`src/rtl/alu_cmd_sequencer.sv`:
```
// Command front-end for the 4-bit ALU: queues commands, issues one at a time, returns results; ALU_DIVZERO_FLAG_EN adds res_divz.
// Latency: accept at edge N, issue at N+1, result valid from N+2; one result per 2 cycles when streaming.
// Backpressure: cmd_ready = !fifo_full (registered); a result is held stable until res_ready.

module cmd_fifo #(
  parameter int WIDTH = 8,
  parameter int DEPTH = 4
) (
  input  logic             clk,
  input  logic             rst,
  input  logic             push,
  input  logic [WIDTH-1:0] push_dat,
  input  logic             pop,
  output logic [WIDTH-1:0] pop_dat,
  output logic             full,
  output logic             empty
);
  localparam int AW = (DEPTH > 1) ? $clog2(DEPTH) : 1;
  localparam int CW = AW + 1;

  logic [WIDTH-1:0] mem [DEPTH];
  logic [AW-1:0]    wr_ptr;
  logic [AW-1:0]    rd_ptr;
  logic [CW-1:0]    count;
  logic [CW-1:0]    count_nxt;
  logic             push_ok;
  logic             pop_ok;

  assign push_ok = push && !full;
  assign pop_ok  = pop && !empty;

  always_comb begin
    count_nxt = count;
    if (push_ok && !pop_ok) begin
      count_nxt = count + CW'(1);
    end else if (!push_ok && pop_ok) begin
      count_nxt = count - CW'(1);
    end
  end

  // Flags are registered so the ready seen upstream never depends on this cycle's pop.
  always_ff @(posedge clk or posedge rst) begin
    if (rst) begin
      wr_ptr <= '0;
      rd_ptr <= '0;
      count  <= '0;
      full   <= 1'b0;
      empty  <= 1'b1;
    end else begin
      if (push_ok) wr_ptr <= wr_ptr + AW'(1);
      if (pop_ok)  rd_ptr <= rd_ptr + AW'(1);
      count <= count_nxt;
      full  <= (count_nxt == CW'(DEPTH));
      empty <= (count_nxt == '0);
    end
  end

  always_ff @(posedge clk) begin
    if (push_ok) mem[wr_ptr] <= push_dat;
  end

  assign pop_dat = mem[rd_ptr];

endmodule

module alu_cmd_sequencer #(
  parameter int FIFO_DEPTH = 4
) (
  input  logic       clk,
  input  logic       rst,
  input  logic       cmd_valid,
  output logic       cmd_ready,
  input  logic [3:0] cmd_a,
  input  logic [3:0] cmd_b,
  input  logic [2:0] cmd_opcode,
  input  logic [1:0] cmd_logic_sel,
  output logic [3:0] alu_a,
  output logic [3:0] alu_b,
  output logic [2:0] alu_opcode,
  output logic [1:0] alu_logic_sel,
  input  logic [7:0] alu_result,
  output logic       res_valid,
  input  logic       res_ready,
  output logic [7:0] res_data,
  output logic [2:0] res_opcode,
  output logic       res_divz,
  output logic [7:0] op_count
);
  typedef struct packed {
    logic [3:0] a;
    logic [3:0] b;
    logic [2:0] opcode;
    logic [1:0] logic_sel;
  } cmd_t;

  typedef enum logic [1:0] {IDLE, EXEC, DONE} state_t;

  state_t state;
  cmd_t   push_cmd;
  cmd_t   head;
  logic   fifo_full;
  logic   fifo_empty;
  logic   push;
  logic   pop;

  assign push_cmd  = '{a: cmd_a, b: cmd_b, opcode: cmd_opcode, logic_sel: cmd_logic_sel};
  assign cmd_ready = !fifo_full;
  assign push      = cmd_valid && cmd_ready;
  // Issue from IDLE, or from DONE in the same edge the current result is taken.
  assign pop = !fifo_empty &&
               ((state == IDLE) || ((state == DONE) && res_valid && res_ready));

  cmd_fifo #(
    .WIDTH ($bits(cmd_t)),
    .DEPTH (FIFO_DEPTH)
  ) u_fifo (
    .clk      (clk),
    .rst      (rst),
    .push     (push),
    .push_dat (push_cmd),
    .pop      (pop),
    .pop_dat  (head),
    .full     (fifo_full),
    .empty    (fifo_empty)
  );

  always_ff @(posedge clk or posedge rst) begin
    if (rst) begin
      state         <= IDLE;
      alu_a         <= '0;
      alu_b         <= '0;
      alu_opcode    <= '0;
      alu_logic_sel <= '0;
      res_valid     <= 1'b0;
      res_data      <= '0;
      res_opcode    <= '0;
      op_count      <= '0;
`ifdef ALU_DIVZERO_FLAG_EN
      res_divz      <= 1'b0;
`endif
    end else begin
      if (pop) begin
        alu_a         <= head.a;
        alu_b         <= head.b;
        alu_opcode    <= head.opcode;
        alu_logic_sel <= head.logic_sel;
      end
      case (state)
        IDLE: begin
          if (pop) state <= EXEC;
        end
        EXEC: begin
          res_data   <= alu_result;
          res_opcode <= alu_opcode;
          res_valid  <= 1'b1;
`ifdef ALU_DIVZERO_FLAG_EN
          res_divz   <= ((alu_opcode == 3'b011) || (alu_opcode == 3'b111)) && (alu_b == 4'h0);
`endif
          state      <= DONE;
        end
        DONE: begin
          if (res_valid && res_ready) begin
            res_valid <= 1'b0;
            op_count  <= op_count + 8'd1;
            state     <= pop ? EXEC : IDLE;
          end
        end
        default: state <= IDLE;
      endcase
    end
  end

`ifndef ALU_DIVZERO_FLAG_EN
  assign res_divz = 1'b0;
`endif

endmodule

```
`config.mk`:
```
export PLATFORM = sky130hd
export DESIGN_NAME = alu_cmd_sequencer
export DESIGN_NICKNAME = d
export VERILOG_FILES = /design/src/rtl/alu_cmd_sequencer.sv
export SDC_FILE = /design/constraint.sdc
export NUM_CORES = 1
export LEC_CHECK = 0
export ABC_AREA = 1
export BUFFER_PORTS_ARGS = -buffer_cell sky130_fd_sc_hd__buf_4
export CAP_MARGIN = 5
export CORE_UTILIZATION = 56
export CTS_CLUSTER_SIZE = 14
export DETAILED_ROUTE_END_ITERATION = 6
export GPL_TIMING_DRIVEN = 0
export PLACE_DENSITY = 0.89
export SYNTH_ARGS = -nofsm -noshare
export SYNTH_HDL_FRONTEND = slang
export SYNTH_HIERARCHICAL = 1
export SYNTH_SLANG_ARGS = --single-unit
```
`constraint.sdc`:
```
create_clock -name clk -period 2.26 [get_ports clk]
set_input_delay 0.339 -clock clk [delete_from_list [all_inputs] [get_ports clk]]
set_output_delay 0.339 -clock clk [all_outputs]
set_load 0.01 [all_outputs]
```
==> results of run 1 <==
-- cell type report --
cell class | instances | share of cell area [%]
Tap cell | 96 | 2.52
Multi-Input combinational cell | 221 | 24.1
Buffer | 11 | 1.39
Clock buffer | 9 | 2.60
Timing Repair Buffer | 61 | 9.80
Sequential cell | 96 | 55.8
Inverter | 38 | 2.99
Clock inverter | 7 | 0.813
-- report_power, final --
group          total, mW  switching [mW]  leakage (nW)  internal [mW]
Sequential          2.69           0.289          1.01           2.40
Combinational       2.62            1.57          1.06           1.05
Clock              0.960           0.571        0.0838          0.389
-- flip-flops by register name, summed over array words and instances (netlist names) --
signal         cells
u_fifo/mem        52
op_count           8
res_data           8
alu_a              4
alu_b              4
alu_opcode         3
res_opcode         3
u_fifo/count       3
alu_logic_sel      2
state              2
u_fifo/rd_ptr      2
u_fifo/wr_ptr      2
res_valid          1
u_fifo/empty       1
u_fifo/full        1
-- placed cells by master, fill, tap and decap left out, types with 4 or more instances in the layout --
| cell | n |
|---|---|
| edfxtp_1 | 52 |
| inv_2 | 5 |
| xor2_1 | 8 |
| nor2_2 | 5 |
| nand3_1 | 8 |
| dfrtp_1 | 43 |
| buf_6 | 4 |
| ha_1 | 7 |
| nand2_1 | 89 |
| clkbuf_8 | 9 |
| mux2_2 | 6 |
| buf_2 | 5 |
| buf_4 | 59 |
| nand2_2 | 4 |
| o21ai_0 | 33 |
| nor2_1 | 38 |
| o22ai_1 | 13 |
| inv_1 | 33 |
-- stage by stage --
stage	area (µm²)	power (mW)	setup WS (ns)	util, %	std cells
floorplan	4020	4.32	0.553	-	366
global placement	4570	5.14	0.0777	66.6	520
detailed placement	4570	5.32	0.0106	66.6	520
CTS	4750	6.27	0.0300	69.1	537
global route	4770	6.71	0.210	69.5	539
finish	4770	6.27	0.366	69.5	539
-- logic make-up after synthesis --
kind of cell             share of synthesized area (%)
AO/OA/AOI/OAI                                     6.14
XOR/XNOR                                          1.74
adder cells (fa/ha/maj)                           2.18
buffers and inverters                             5.20
flip-flops                                        66.3
multiplexers                                      2.43
other                                           0.0933
AND/OR/NAND/NOR                                   15.9
-- critical path, cell delays in order (launching register included) --
cell	delay, ns
dfrtp_1	0.44
nor2_1	0.21
nand2_2	0.17
nor2_1	0.57
buf_6	0.23
-- timing repair --
action,in CTS,in global routing
hold endpoints to repair,8,0
hold buffers,1,0
endpoints found under the setup margin,9,13
setup buffers,0,0
resized for setup,1,1
-- metal layers --
layer / vias to the layer above / global-route usage [%]
met3: 7 / 2.86
li1: 1338 / -
met5: - / 0
met2: 109 / 42.6
met4: 0 / 9.09
met1: 1344 / 30.1
-- path summary, 6_finish.rpt --
path                                       startpoint  cells after the start  slack (ns)                           end
min in group asynchronous                         rst                      3        0.53  u_fifo/rd_ptr[1]$_DFFE_PP0P_
worst min register to register   alu_a[1]$_DFFE_PP0P_                      2        0.49          alu_a[1]$_DFFE_PP0P_
worst min-delay path                         cmd_b[1]                      1        0.18    u_fifo/mem[1][6]$_DFFE_PP_
worst max register to register  u_fifo/full$_DFF_PP0_                      4        0.37   u_fifo/mem[3][10]$_DFFE_PP_
worst max-delay path            u_fifo/full$_DFF_PP0_                      4        0.37   u_fifo/mem[3][10]$_DFFE_PP_
max in group asynchronous                         rst                      3        1.07          alu_b[3]$_DFFE_PP0P_
==> impl_metrics.ini, run 1 <==
[run_status]
status = completed

[synthesis]
synth_top_area_cell = edfxtp_1
syn-num-nets = 398
synthDistinctLibCells = 24
async_flop_share_pct = 45.8
yosys_most_used_dff = edfxtp_1
synth-warning-count = 6
yosys-top-cells-area = edfxtp_1, dfrtp_1, nand2_1
synthMostInstantiatedCell = nand2_1
synth_edf_count = 52
syn_area_um2 = 4020
synthesis.instances = 366
synth_seq_area_share_pct = 66.3
synthTopCellsByCount = nand2_1, edfxtp_1, dfrtp_1
post_synth.cell_area_avg_um2 = 11.0
synth_top_area_share_pct = 38.9
synth-seq-cells = 96

[drt]
top_layer = met4
vias_per_cell = 5.19
wl_um = 8340
met1Wirelength_um = 3480
drc_errors = 0
first_pass_iters = 4
routedWlPerCell_um = 15.5
drt_iter0_markers = 171
wl_met3_um = 441
wl_met2_um = 4340
drtAntennaViolNets = 0
via_count = 2798

[sta]
maxSlewViolCount = 0
rsz0062_at_grt = no
tightest_slew_ns = 0.837
period_share_pct = 83.8
maxSlewHeadroom_pct = 44.1
maxClockFrequency_mhz = 528
fin_tns_setup_ns = 0
clock_skew_ns = 0.00537
setup_viol = 0
timing.final.crit_period_ns = 1.89
finalHoldViolations = 0
holdWs_ns = 0.183

[power]
p_per_area_nw_per_um2 = 1310
irDropWorstVdd_mv = 0.649
power_leakage_nw = 2.16

[global_routing]
grt_overflow = 0
grt_pass1_vias = 2709
grt_max_degree = 36
grt_usage_pct = 23.9
antenna_found_initial = 0
grt_pass1_wl_um = 13200

[cells_and_area]
multi_input_area_um2 = 1150
diodes = 0
drive_gt1_share_pct = 24.8
fillers = 504
syn_to_final_growth_pct = 18.8
nets = 470
seq_area_um2 = 2660

[floorplanning]
coreArea_um2 = 6870
fp.dieH_um = 86.7
initial_utilization_pct = 58.5
ios = 60
dieArea_um2 = 7520
die_w_um = 86.7
rows = 30

[critical_path]
crit_path_max_fanout = 7
worstSetupPathType = reg -> reg
crit_required_ns = 2.33
start_kind = flip-flop
arrival_ns = 1.96
worstSetupEndpointType = flip-flop

[cts]
h-tree-depth = 3
cts_root_buffer = clkbuf_8
cts_buffer_depth = 2
cts_tree = built
cts_buffers = 9
clock_latency_ns = 0.35
numClockSinks = 96
clk_pin_slew_ns = 0.09

[job]
drv_cap = 0

[placed_design]
port_buffers = 58
gp_congestion = 0.808
dpl.hpwl_um = 5660

[min_path]
hp-class = in -> reg
No activity file was read; power rests on OpenSTA's default activity.
==> run 2: changes to the inputs <==
--- a/config.mk
+++ b/config.mk
@@ -8,11 +8,11 @@
 export ABC_AREA = 1
 export BUFFER_PORTS_ARGS = -buffer_cell sky130_fd_sc_hd__buf_4
 export CAP_MARGIN = 5
-export CORE_UTILIZATION = 56
+export CORE_UTILIZATION = 51
 export CTS_CLUSTER_SIZE = 14
 export DETAILED_ROUTE_END_ITERATION = 6
 export GPL_TIMING_DRIVEN = 0
-export PLACE_DENSITY = 0.89
+export PLACE_DENSITY = 0.85
 export SYNTH_ARGS = -nofsm -noshare
 export SYNTH_HDL_FRONTEND = slang
 export SYNTH_HIERARCHICAL = 1
==> constraint.sdc (replaced) <==
create_clock -name clk -period 1.6 [get_ports clk]
set_input_delay 0.24 -clock clk [delete_from_list [all_inputs] [get_ports clk]]
set_output_delay 0.24 -clock clk [all_outputs]
set_load 0.01 [all_outputs]
==> run 2 against run 1 <==
Effect of this change:
- sequential share of layout area fell by 2.5 points
- design area is 4.7% higher
- via count is 2.0% higher
- clock power up 55%
- non-clock buffer count up 10
- power is 50% higher
- sequential power up 41%
- hold slack worse by 0.10 ns
- global-route usage fell by 1.7 points
- critical path type unchanged
- largest power group is now combinational cells
==> impl_metrics.ini, run 2 (synthesis results as in run 1) <==
[cells_and_area]
nets = 480
diodes = 0
drive_gt1_share_pct = 28.7
syn_to_final_growth_pct = 24.4
fillers = 546
largest_reg_flops = 52
layout_common_cells = nand2_1, buf_4, edfxtp_1
top_register = u_fifo/mem
top_regs = u_fifo/mem (52), op_count (8), res_data (8)
layout_commonest_cell = nand2_1

[cts]
clock_latency_ns = 0.35
cts_root_buffer = clkbuf_8
clk_pin_slew_ns = 0.09
cts_buffer_depth = 2
numClockSinks = 96
h-tree-depth = 3
cts_buffers = 9
cts_tree = built

[global_routing]
grt_pass1_wl_um = 13700
antenna_found_initial = 0
grt_max_degree = 22
grt_overflow = 0
grt_pass1_vias = 2846
grt_usage_pct = 22.2

[placed_design]
dpl.hpwl_um = 5430
dp_slack_ns = -0.616
port_buffers = 58
gp_congestion = 0.792

[sta]
clock_skew_ns = 0.00674
finalHoldViolations = 0
tightest_slew_ns = 0.601
period_share_pct = 96.2
setup_viol = 0
timing.final.crit_period_ns = 1.54
fin_ws_ns = 0.0609
maxSlewHeadroom_pct = 59.9
maxClockFrequency_mhz = 650
maxSlewViolCount = 0

[power]
swShare_pct = 38.1
p_seq_share_pct = 40.2
power_mw = 9.40
p_switching_mw = 3.58
intPower_mw = 5.82
p_per_area_nw_per_um2 = 1880
power_leakage_nw = 2.25
combPwrFrac_pct = 43.9
clkPwrFrac_pct = 15.9
irDropWorstVdd_mv = 0.872

[floorplanning]
rows = 31
dieArea_um2 = 8240
ios = 60
fp.dieH_um = 90.8
die_w_um = 90.8
coreArea_um2 = 7450
initial_utilization_pct = 53.9

[drt]
wl_met2_um = 4320
routedWlPerCell_um = 15.7
met1Wirelength_um = 3560
drc_errors = 0
first_pass_iters = 6
top_layer = met4
vias_per_cell = 5.17
wl_met3_um = 493
drtAntennaViolNets = 0
drt_iter0_markers = 201
via_count = 2854
wl_um = 8640

[critical_path]
crit_path_max_fanout = 5
start_kind = flip-flop
reg2reg_setup_slack_ns = 0.06
crit_required_ns = 1.89
worstSetupEndpointType = flip-flop
worstSetupPathType = reg -> reg
arrival_ns = 1.83
reg2reg_depth = 11

[min_path]
hp-class = in -> reg
hold-path-cell-count = 1

[job]
drv_cap = 0

[run_status]
status = completed
==> run 2: power by group through the flow <==
stage | combinational, mW | clock (mW) | sequential (mW)
4_1_cts | 4.01 | 1.51 | 3.77
2_1_floorplan | 2.17 | 0 | 3.93
5_1_grt | 4.53 | 1.64 | 3.85
3_5_place_dp | 3.62 | 0 | 3.84
6_report | 4.13 | 1.49 | 3.78
3_3_place_gp | 3.46 | 0 | 3.80
==> run 2: path summary, 6_finish.rpt <==
path                                           start                           end
worst min-delay path                        cmd_b[0]    u_fifo/mem[2][5]$_DFFE_PP_
max in group asynchronous                        rst  alu_logic_sel[0]$_DFFE_PP0P_
worst min register to register  alu_b[2]$_DFFE_PP0P_          alu_b[2]$_DFFE_PP0P_
worst max-delay path            state[0]$_DFFE_PP0P_        u_fifo/empty$_DFF_PP1_
worst max register to register  state[0]$_DFFE_PP0P_        u_fifo/empty$_DFF_PP1_
min in group asynchronous                        rst     u_fifo/count[2]$_DFF_PP0_
==> run 2: through the flow <==
step	cells	TNS, ns	hold WS, ns	utilization, %	cell area, µm²
after floorplan	366	-5.58	0.0672	-	4020
after global placement	523	-27.95	0.232	61.5	4580
after detailed placement	524	-30.75	0.242	61.8	4600
after CTS	551	0	0.0671	66.8	4970
after global routing	552	-0.104	0.0605	67.1	5000
final	552	0	0.0781	67.1	5000
==> run 2: final cells by class <==
cell class | count | area (µm²) | area share [%]
inverters | 38 | 145 | 2.90
well taps | 99 | 124 | 2.48
multi-input cells | 221 | 1210 | 24.2
plain buffers | 10 | 56.3 | 1.13
repair buffers | 72 | 613 | 12.3
flip-flops and latches | 96 | 2660 | 53.3
clock buffers | 14 | 174 | 3.48
clock inverters | 2 | 12.5 | 0.250
==> run 2: timing repair <==
item,4_1_cts,5_1_grt
endpoints found under the hold margin,22,0
setup buffers,10,2
resized for setup,13,11
hold buffers,1,0
pin swaps,4,6
setup endpoints to repair,58,26
==> run 2: layer usage <==
metal  up-vias  global-route usage, %
met5         -                      0
li1       1356                      -
met4         0                   12.0
met2       110                   37.0
met3        23                   4.38
met1      1365                   27.1
==> run 2: critical path, stage by stage (launching register included) <==
cell	delay, ns
dfrtp_1	0.39
nor2_1	0.15
nand2_2	0.12
inv_4	0.11
inv_2	0.06
nor2_4	0.14
nand2_2	0.09
nand2_2	0.09
nor2_2	0.05
nor2_4	0.11
nand2_2	0.06
nor2_1	0.10
==> run 3: changes to the inputs <==
--- a/config.mk
+++ b/config.mk
@@ -12,6 +12,7 @@
 export CTS_CLUSTER_SIZE = 14
 export DETAILED_ROUTE_END_ITERATION = 6
 export GPL_TIMING_DRIVEN = 0
+export MAX_ROUTING_LAYER = met4
 export PLACE_DENSITY = 0.85
 export SYNTH_ARGS = -nofsm -noshare
 export SYNTH_HDL_FRONTEND = slang
==> run 3 against run 2 <==
Effect of this change:
- fmax is 0.52% higher
- sequential power about the same
- critical path depth is the same
==> impl_metrics.ini, run 3 (synthesis results as in run 1) <==
[power]
swShare_pct = 38.1
clkPwrFrac_pct = 15.9
p_switching_mw = 3.58
intPower_mw = 5.82
p_seq_share_pct = 40.2
p_per_area_nw_per_um2 = 1880
irDropWorstVdd_mv = 0.870
power_leakage_nw = 2.25
combPwrFrac_pct = 43.9

[cells_and_area]
syn_to_final_growth_pct = 24.4
layout_commonest_cell = nand2_1
layout_common_cells = nand2_1, buf_4, edfxtp_1
nets = 480
diodes = 0
top_register = u_fifo/mem
drive_gt1_share_pct = 28.7
top_regs = u_fifo/mem (52), op_count (8), res_data (8)
largest_reg_flops = 52

[cts]
cts_buffer_depth = 2
h-tree-depth = 3
clock_latency_ns = 0.35
cts_root_buffer = clkbuf_8
numClockSinks = 96
cts_tree = built
clk_pin_slew_ns = 0.09
cts_buffers = 9

[critical_path]
cpLargestDelayFamily = simple AND/OR/NAND/NOR gates
crit_path_max_fanout = 5
critPathLaunch = state[0]$_DFFE_PP0P_
arrival_ns = 1.82
r2r-start = state[0]$_DFFE_PP0P_
crit_slowest_cell = dfrtp_1
reg2reg_depth = 11
r2r_end = u_fifo/empty$_DFF_PP1_
path_common_cell = nand2_2
worstSetupPathType = reg -> reg
crit_required_ns = 1.89
path_depth = 11
worstSetupEndpointType = flip-flop
crit_path_end = u_fifo/empty$_DFF_PP1_
max_stage_delay_ns = 0.39
critPathBufInv = 2
crit_chain = nor2_1 > nand2_2 > inv_4 > inv_2 > nor2_4 > nand2_2 > nand2_2 > nor2_2 > nor2_4 > nand2_2 > nor2_1
start_kind = flip-flop
reg2reg_setup_slack_ns = 0.07

[floorplanning]
initial_utilization_pct = 53.9
ios = 60
coreArea_um2 = 7450
die_w_um = 90.8
fp.dieH_um = 90.8
dieArea_um2 = 8240
rows = 31

[drt]
via_count = 2872
drc_errors = 0
drt_iter0_markers = 191
drtAntennaViolNets = 0
wl_um = 8690
first_pass_iters = 6
routedWlPerCell_um = 15.7
vias_per_cell = 5.20

[sta]
tightest_slew_ns = 0.601
setup_viol = 0
finalHoldViolations = 0
fin_tns_setup_ns = 0
maxSlewViolCount = 0
holdWs_ns = 0.0798
timing.final.crit_period_ns = 1.53
clock_skew_ns = 0.00651
maxSlewHeadroom_pct = 59.9
maxClockFrequency_mhz = 653
period_share_pct = 95.7

[placed_design]
dpl.hpwl_um = 5430
gp_congestion = 0.803
port_buffers = 58

[global_routing]
antenna_found_initial = 0
grt_overflow = 0
grt_pass1_vias = 2836
grt_usage_pct = 22.8
grt_max_degree = 22
grt_pass1_wl_um = 13700

[run_status]
status = completed

[min_path]
hold-path-cell-count = 1
hp-class = in -> reg

[job]
drv_cap = 0
[run 3: power by group through the flow]
| stage | combinational [mW] | clock, mW | sequential [mW] |
|---|---|---|---|
| final | 4.13 | 1.49 | 3.78 |
| after global routing | 4.53 | 1.64 | 3.85 |
| after CTS | 4.01 | 1.51 | 3.77 |
| after detailed placement | 3.62 | 0 | 3.84 |
| after global placement | 3.46 | 0 | 3.80 |
| after floorplan | 2.17 | 0 | 3.93 |
[run 3: final cells by class]
type	count	area [µm²]
inverter	38	145
sequential	96	2660
buffer	10	56.3
multi-input combinational	221	1210
clock inverter	2	12.5
clock buffer	14	174
tap	99	124
fill	546	2450
timing repair buffer	72	613
[run 3: layer usage]
metal / global-route usage, % / vias up / part of all wire, %
met3: 5.30 / 17 / 5.7
met4: 10.3 / 0 / 2.4
li1: - / 1358 / -
met5: - / - / 0
met2: 37.0 / 111 / 51
met1: 27.2 / 1386 / 41
[run 3: how the worst min path moves through the flow]
stage	start	end	slack, ns
detailed placement	rst	u_fifo/count[2]$_DFF_PP0_	0.24
global route	cmd_opcode[0]	u_fifo/mem[0][2]$_DFFE_PP_	0.06
global placement	rst	u_fifo/count[2]$_DFF_PP0_	0.23
finish	cmd_b[0]	u_fifo/mem[2][5]$_DFFE_PP_	0.08
floorplan	rst	u_fifo/count[0]$_DFF_PP0_	0.07
CTS	cmd_b[0]	u_fifo/mem[3][5]$_DFFE_PP_	0.07
[run 3: worst reg2reg max path, stage by stage (launching register included)]
cell,delay (ns)
dfrtp_1,0.39
nor2_1,0.14
nand2_2,0.11
inv_4,0.11
inv_2,0.06
nor2_4,0.14
nand2_2,0.09
nand2_2,0.09
nor2_2,0.05
nor2_4,0.12
nand2_2,0.06
nor2_1,0.10
[run 3: stage by stage]
| stage | instances | worst slack [ns] | util [%] | area, µm² | total power [mW] |
|---|---|---|---|---|---|
| 2_1_floorplan | 366 | -0.107 | - | 4020 | 6.10 |
| 3_3_place_gp | 523 | -0.545 | 61.5 | 4580 | 7.27 |
| 3_5_place_dp | 524 | -0.616 | 61.8 | 4600 | 7.46 |
| 4_1_cts | 551 | 0.0363 | 66.8 | 4970 | 9.29 |
| 5_1_grt | 552 | -0.0541 | 67.1 | 5000 | 10.0 |
| 6_report | 552 | 0.0689 | 67.1 | 5000 | 9.40 |
[run 3: timing repair]
item                                   in CTS  in global routing
hold buffers                                1                  0
buffers inserted                           10                  2
endpoints found under the hold margin      22                  0
setup endpoints to repair                  58                 28
resized for setup                          13                 11
pin swaps                                   4                  6
